$ cat src/rtl/valu_pkg.sv
// Shared definitions for the vector ALU sequential subtractor: FSM encoding
// and default datapath geometry.
package valu_pkg;

    localparam int VALU_WIDTH = 32;
    localparam int VALU_CHUNK = 8;

    typedef enum logic [1:0] {
        IDLE = 2'd0,
        BUSY = 2'd1,
        DONE = 2'd2
    } valu_state_e;

endpackage

$ cat src/rtl/valu_csel_slice.sv
// Carry-select adder slice: both carry-in outcomes are precomputed and the
// incoming carry only drives the final mux.
module valu_csel_slice #(
    parameter int CHUNK = 8
) (
    input  logic [CHUNK-1:0] a,
    input  logic [CHUNK-1:0] b,
    input  logic             cin,
    output logic [CHUNK-1:0] s,
    output logic             cout
);

    logic [CHUNK:0] sum0;
    logic [CHUNK:0] sum1;
    logic [CHUNK:0] sum_sel;

    assign sum0    = {1'b0, a} + {1'b0, b};
    assign sum1    = {1'b0, a} + {1'b0, b} + {{CHUNK{1'b0}}, 1'b1};
    assign sum_sel = cin ? sum1 : sum0;
    assign s       = sum_sel[CHUNK-1:0];
    assign cout    = sum_sel[CHUNK];

endmodule

$ cat src/rtl/valu_sub_seq.sv
// Multi-cycle subtractor: Diff = A + ~B + 1, one CHUNK-bit slice per cycle,
// LSB first, with borrow/overflow/zero flags and valid/ready on both sides.
module valu_sub_seq
    import valu_pkg::*;
#(
    parameter int WIDTH  = VALU_WIDTH,
    parameter int CHUNK  = VALU_CHUNK,
    parameter int NCHUNK = WIDTH / CHUNK
) (
    input  logic             clk,
    input  logic             rst_n,
    input  logic             in_valid,
    output logic             in_ready,
    input  logic [WIDTH-1:0] A,
    input  logic [WIDTH-1:0] B,
    output logic             out_valid,
    input  logic             out_ready,
    output logic [WIDTH-1:0] Diff,
    output logic             Bout,
    output logic             Ovf,
    output logic             Zero
);

    localparam int CW  = (NCHUNK > 1) ? $clog2(NCHUNK) : 1;
    localparam int MSB = WIDTH - 1;

    valu_state_e      state_reg, state_next;
    logic [CW-1:0]    cnt_reg;
    logic [WIDTH-1:0] a_reg;
    logic [WIDTH-1:0] b_reg;      // holds ~B
    logic             carry_reg;
    logic [WIDTH-1:0] diff_reg;
    logic             bout_reg;
    logic             ovf_reg;
    logic             zero_reg;

    logic [CHUNK-1:0] a_sl [NCHUNK];
    logic [CHUNK-1:0] b_sl [NCHUNK];
    logic [CHUNK-1:0] slice_s;
    logic             slice_cout;
    logic [WIDTH-1:0] diff_merged;
    logic             last_slice;

    // Slice views of the operands and the result with the current slice
    // spliced in, so the final flags see the complete difference.
    generate
        for (genvar gi = 0; gi < NCHUNK; gi++) begin : g_slice
            assign a_sl[gi] = a_reg[gi*CHUNK +: CHUNK];
            assign b_sl[gi] = b_reg[gi*CHUNK +: CHUNK];
            assign diff_merged[gi*CHUNK +: CHUNK] =
                (cnt_reg == CW'(gi)) ? slice_s : diff_reg[gi*CHUNK +: CHUNK];
        end
    endgenerate

    valu_csel_slice #(.CHUNK(CHUNK)) u_slice (
        .a    (a_sl[cnt_reg]),
        .b    (b_sl[cnt_reg]),
        .cin  (carry_reg),
        .s    (slice_s),
        .cout (slice_cout)
    );

    assign last_slice = (cnt_reg == CW'(NCHUNK - 1));

    always_comb begin
        state_next = state_reg;
        in_ready   = 1'b0;
        out_valid  = 1'b0;
        case (state_reg)
            IDLE: begin
                in_ready = 1'b1;
                if (in_valid) state_next = BUSY;
            end
            BUSY: begin
                if (last_slice) state_next = DONE;
            end
            DONE: begin
                out_valid = 1'b1;
                if (out_ready) state_next = IDLE;
            end
            default: state_next = IDLE;
        endcase
    end

    always_ff @(posedge clk or negedge rst_n) begin
        if (!rst_n) begin
            state_reg <= IDLE;
        end else begin
            state_reg <= state_next;
        end
    end

    always_ff @(posedge clk or negedge rst_n) begin
        if (!rst_n) begin
            cnt_reg   <= '0;
            a_reg     <= '0;
            b_reg     <= '0;
            carry_reg <= 1'b0;
            diff_reg  <= '0;
            bout_reg  <= 1'b0;
            ovf_reg   <= 1'b0;
            zero_reg  <= 1'b0;
        end else begin
            case (state_reg)
                IDLE: begin
                    if (in_valid) begin
                        a_reg     <= A;
                        b_reg     <= ~B;
                        carry_reg <= 1'b1;
                        cnt_reg   <= '0;
                        diff_reg  <= '0;
                    end
                end
                BUSY: begin
                    diff_reg  <= diff_merged;
                    carry_reg <= slice_cout;
                    if (last_slice) begin
                        bout_reg <= ~slice_cout;
                        // b_reg is ~B, so equal MSBs here mean A and B differ in sign
                        ovf_reg  <= (a_reg[MSB] == b_reg[MSB]) &&
                                    (diff_merged[MSB] != a_reg[MSB]);
                        zero_reg <= (diff_merged == '0);
                    end else begin
                        cnt_reg <= cnt_reg + CW'(1);
                    end
                end
                default: ;
            endcase
        end
    end

    assign Diff = diff_reg;
    assign Bout = bout_reg;
    assign Ovf  = ovf_reg;
    assign Zero = zero_reg;

endmodule
$ cat config.mk
export PLATFORM = sky130hd
export DESIGN_NAME = valu_sub_seq
export DESIGN_NICKNAME = d
export VERILOG_FILES = /design/src/rtl/valu_pkg.sv /design/src/rtl/valu_csel_slice.sv /design/src/rtl/valu_sub_seq.sv
export SDC_FILE = /design/constraint.sdc
export NUM_CORES = 1
export LEC_CHECK = 0
export CORE_ASPECT_RATIO = 0.6
export CORE_MARGIN = 10
export CORE_UTILIZATION = 45
export DETAILED_ROUTE_END_ITERATION = 8
export GPL_ROUTABILITY_DRIVEN = 0
export PLACE_DENSITY = 0.72
export RECOVER_POWER = 100
export SLEW_MARGIN = 30
export SYNTH_ARGS = -nofsm -noshare
export SYNTH_HDL_FRONTEND = slang
export SYNTH_SLANG_ARGS = --single-unit
$ cat constraint.sdc
create_clock -name clk -period 6.7 [get_ports clk]
set_clock_uncertainty 0.2 [all_clocks]
set_input_delay 0.67 -clock clk [delete_from_list [all_inputs] [get_ports clk]]
set_output_delay 0.67 -clock clk [all_outputs]
set_load 0.02 [all_outputs]
Word-level counts from Yosys, hierarchy flattened
Cells that the tools add are included.
{ "totals": {"regBits": 104, "latchBits": 0, "mem_bits_rw": 0, "rom_bits": 0, "input_bits": 68, "output_inout_bits": 37, "word_cells": 61, "memories": 0} }
{ "classes": {"add_sub_neg": 3, "n_mul": 0, "div": 0, "order_cmp": 1, "eq_ne": 11, "n_shift": 0, "mux": 24, "bitwise_logic": 3, "n_reduce_logical": 10} }
{ "ops": {"columns": ["op", "n"], "rows": [
  ["2-to-1 mux 8 bit", 8],
  ["case mux 32 bit (2 select lines)", 1],
  ["binary-select mux 8 bit (select 2 bit)", 2],
  ["logical NOT 32 bit", 1],
  ["2-to-1 mux 32 bit", 1],
  ["NOT 32 bit", 1],
  ["2-to-1 mux 2 bit", 5],
  ["adder 8 x 8 -> 9 bit", 1],
  ["adder 9 x 1 -> 9 bit, second input constant", 1],
  ["2-to-1 mux 9 bit", 1],
  ["!= test 2 bit, second input constant", 4],
  ["equality test 2 bit, second input constant", 3],
  ["case mux 2 bit (3 select lines)", 1],
  ["AND reduction 2 bit", 3],
  ["AND reduction 3 bit", 2],
  ["equality test 2 x 1 -> 1 bit, second input constant", 2],
  ["logical NOT 2 bit", 2],
  ["case mux 2 bit (2 select lines)", 1],
  ["greater-or-equal comparator 3 bit, second input constant", 1],
  ["2-to-1 mux 1 bit", 3],
  ["NOT 2 -> 3 bit", 1],
  ["adder 2 x 1 -> 2 bit, second input constant", 1],
  ["case mux 1 bit (2 select lines)", 1],
  ["nonzero test 2 bit", 1],
  ["other kinds (4)", 4]
]} }

Logic depth before layout (Yosys ltp)
{ "logic_depth": {"ltp_word": 10, "ltp_mapped": 12, "ltp_nobuf": 11} }

Hierarchy
Synthesis repeated with hierarchy kept, for this count alone.
{ "hier_totals": {"hier_cells": 456, "hier_area_um2": 5006.1} }
{ "modules_own_cells": {"columns": ["module", "instances", "cells_per_inst", "area_each_um2", "seq_area_each_um2"], "rows": [
  ["valu_sub_seq", 1, 395, 4511.8, 2602.5],
  ["valu_csel_slice", 1, 61, 494.2, 0.0]
]} }

Worst setup path before layout
Ideal clock, no wire load.
{ "synth_timing": {"path_type": "reg-to-reg", "start": "register cnt_reg[0]", "end": "register diff_reg[15] (netlist: Diff[15])", "arrival_time_ns": 3.530, "required_time_ns": 6.379, "slack_ns": 2.849, "path_stages_with_launch": 12, "path_buffers": 1, "cell_sequence": "dfrtp_1 clkbuf_1 mux4_2 ha_1 fa_1 a21o_1 a31o_4 nor4_4 nand3_1 xnor2_1 and2_4 a22o_1"} }
{ "synth_via": {"elab_chain_len": 9, "word_cells_on_any_way": 13, "cone_classes": "add/sub: 2; eq/ne: 1; mux: 9; bitwise: 1"} }
{ "synth_lines": {"columns": ["item", "line", "text"], "rows": [
  ["start: declaration", "valu_sub_seq.sv:28", "logic [CW-1:0] cnt_reg;"],
  ["start signal: assignment", "valu_sub_seq.sv:124", "cnt_reg <= cnt_reg + CW'(1);"],
  ["NOT 2 -> 3 bit (not written as such)", "valu_sub_seq.sv:56, valu_sub_seq.sv:57", null],
  ["binary-select mux 8 bit (select 2 bit), on equally long branches", "valu_sub_seq.sv:56, valu_sub_seq.sv:57", null],
  ["2-to-1 mux 8 bit, on equally long branches (2 in a row)", "valu_sub_seq.sv:56, valu_sub_seq.sv:57", null],
  ["adder 8 x 8 -> 9 bit", "valu_csel_slice.sv:17, valu_csel_slice.sv:18", null],
  ["adder 9 x 1 -> 9 bit", "valu_csel_slice.sv:18", "assign sum1 = {1'b0, a} + {1'b0, b} + {{CHUNK{1'b0}}, 1'b1};"],
  ["2-to-1 mux 9 bit", "valu_csel_slice.sv:19", "assign sum_sel = cin ? sum1 : sum0;"],
  ["2-to-1 mux 8 bit *", "valu_sub_seq.sv:51", "(cnt_reg == CW'(gi)) ? slice_s : diff_reg[gi*CHUNK +: CHUNK];"],
  ["case mux 32 bit (2 select lines) *", "valu_sub_seq.sv:104", "case (state_reg)"],
  ["end signal: assignment", "valu_sub_seq.sv:115", "diff_reg <= diff_merged;"],
  ["end: declaration", "valu_sub_seq.sv:32", "logic [WIDTH-1:0] diff_reg;"]
]} }
Mark *: on every way between the ends. The rest lies on a longest branch, timed or not. The select of a mux whose other input is x is not followed.
A chain may end at the register's enable or synchronous reset.

Final worst setup path
{ "layout_timing": {"start": "input in_valid", "end": "register cnt_reg[0]"} }
{ "layout_via": {"elab_chain_len": 2} }
{ "layout_lines": {"columns": ["item", "line", "text"], "rows": [
  ["start: declaration", "valu_sub_seq.sv:12", "input logic in_valid,"],
  ["!= test 2 bit (no source line)", null, null],
  ["AND reduction 3 bit (no source line)", null, null]
]} }
No other way between the ends.

==> results.toml <==
[critical_path]
cp-end-kind = "flip-flop"
critPathMaxFanout = 73
worstPathArrival_ps = 5240
critPathLaunchType = "input pin"
required_ps = 6730
crit_type = "in2reg"

[finish]
fin_cells = 654
antennaDiodeCount = 0
drive_above_1_share_pct = 15.7
layout.nets = 592
synthToLayoutAreaGrowth_pct = 27.4

[detailed_routing]
wire_per_inst_um = 20.5
wl_met1_um = 6180
wl_um = 13400
wl_met3_um = 1100
first_iter_violations = 310
via_per_inst = 5.74
detail_route.first_pass.iterations = 4
ant_nets = 0
met2_wirelength_um = 6050
drcViolationCount = 0
top_layer = "met4"
vias = 3756

[clock_network]
numCtsBuffers = 9
cts_setup_buffers = 0
cts_max_level = 3
hold_buffers = 0
clk_latency_ps = 350
path_clk_slew_ps = 70
clk_path_buf_depth = 2
clkSinkCount = 104
root_buffer = "clkbuf_16"
cts_tree = "done"
cts_resized = 0

[logic_synthesis]
synth_area_leaders = "dfrtp_1 (52%), mux2_2 (7.6%), mux4_2 (7.1%)"
yosysSeqAreaShare_pct = 51.5
synth_top_family_by_area = "compound AO/OA/AOI/OAI gates"
ys_ff_latch = 104
yosysTopAreaCell = "dfrtp_1"
synthArstFlopShare_pct = 100
synth.top_cell.area_share_pct = 51.5
synth.mux.area_fraction_pct = 14.9
synth.distinct_cells = 56
yosysWarnings = 0
netlist_instances = 413
synthSimpleGateAreaFrac_pct = 10.5
synth_compound_area_share_pct = 15.4
ys.flop_type = "dfrtp_1"
synth-edff-count = 0
syn_nets = 495
synthAdderAreaFrac_pct = 3.62
synth_xor_area_share_pct = 2.06
avgSynthCellArea_sq_um = 12.2
synth_area_sq_um = 5050
synth_common_cells = "dfrtp_1 (104), nor2_1 (46), a21oi_1 (39)"
synth_most_common_cell = "dfrtp_1"

[timing]
final_hold_viol_count = 0
min_period_ps = 5210
tightest_slew_ps = 2790
rsz0062_at_grt = "false"
fin_tns_setup_ps = 0
slew_headroom_pct = -86.0
finalCritPeriodShare_pct = 77.7
holdWs_ps = 297
maxSlewViolCount = 155
fmax_mhz = 192
finalSetupViolCount = 0

[grt]
grt_pass1_vias = 3914
grt_usage_pct = 16.8
overflow = 0
grt_max_degree = 74
antenna_found_initial = 0
grt_pass1_wl_um = 21200

[floorplan]
row_count = 29
initial_utilization_pct = 46.9
io_pins = 105
chipWidth_um = 157
die_h_um = 102
core_area_sq_um = 10800
die_area_sq_um = 16000

[hold_path]
hp-class = "reg2reg"

[run]
cap_violations = 3

[outcome]
status = "finished, violations left"
failed_checks = "max-capacitance violations, max-slew violations"

[place]
dpl.hpwl_um = 10300
io_buffers = 104
dp.cells = 638
path summary, 6_finish.rpt:
| kind | from | endpoint | slack [ps] | cells past startpoint |
|---|---|---|---|---|
| worst max-delay path | in_valid | cnt_reg[0]$_DFFE_PN0P_ | 1490 | 5 |
| worst min-delay path | Diff[26]$_DFFE_PN0P_ | Diff[26]$_DFFE_PN0P_ | 300 | 1 |
| worst max register to register | cnt_reg[0]$_DFFE_PN0P_ | Zero$_DFFE_PN0P_ | 1630 | 11 |
| worst min register to register | Diff[26]$_DFFE_PN0P_ | Diff[26]$_DFFE_PN0P_ | 300 | 1 |
| max in group asynchronous | rst_n | a_reg[4]$_DFFE_PN0P_ | 3480 | 2 |
| min in group asynchronous | rst_n | Diff[21]$_DFFE_PN0P_ | 980 | 1 |
cell type report:
cell class | instances | area (sq um)
timing repair buffer | 107 | 1050
clock buffer | 12 | 256
inverter | 5 | 18.8
sequential | 104 | 2600
tap | 139 | 174
fill | 877 | 4340
multi-input combinational | 283 | 2310
clock inverter | 4 | 28.8
routing by layer:
layer	vias to the layer above	global-route usage [%]
met5	-	0
met4	0	4.04
met1	1886	23.1
met3	7	5.83
li1	1719	-
met2	144	25.1
per-stage QoR:
step | setup WS (ps) | cell area, sq um | utilization, %
after floorplan | 2850 | 5050 | -
after global placement | 2630 | 6210 | 57.6
after detailed placement | 2490 | 6210 | 57.6
after CTS | 2470 | 6490 | 60.2
after global routing | 1130 | 6440 | 59.7
final | 1490 | 6440 | 59.7
worst max-delay path: stages:
cell and delay, ps:
dlygate4sd3_1 520, and2_0 1370, clkbuf_1 2080, nor2_1 200, mux2_2 390
cell families (layout without fill, tap and decap cells):
kind of cell	Yosys count	in the layout
AOI/OAI and AO/OA	107	107
muxes	51	51
adders and majority gates	14	14
buffers and inverters	26	128
DFF	104	104
and+or+nand+nor	100	100
xor gates and xnor gates	11	11
layout by cell type, fill, tap and decap left out, drive strengths merged, types with 3 or more instances in the layout:
master / count
dfrtp: 104
clkdlybuf4s50: 65
nor2: 48
a21oi: 41
dlygate4sd3: 38
mux2: 34
a22o: 31
mux4: 16
clkbuf: 15
ha: 13
o21ai: 13
nand2: 8
nor4: 7
xor2: 7
nor3: 6
and2: 6
nand3: 6
inv: 5
nand2b: 4
xnor2: 4
a21o: 3
a211oi: 3
o211ai: 3
Power is left out: the tool's default activity adds up to more than one toggle a clock period on the data nets, which glitch-free logic cannot reach.
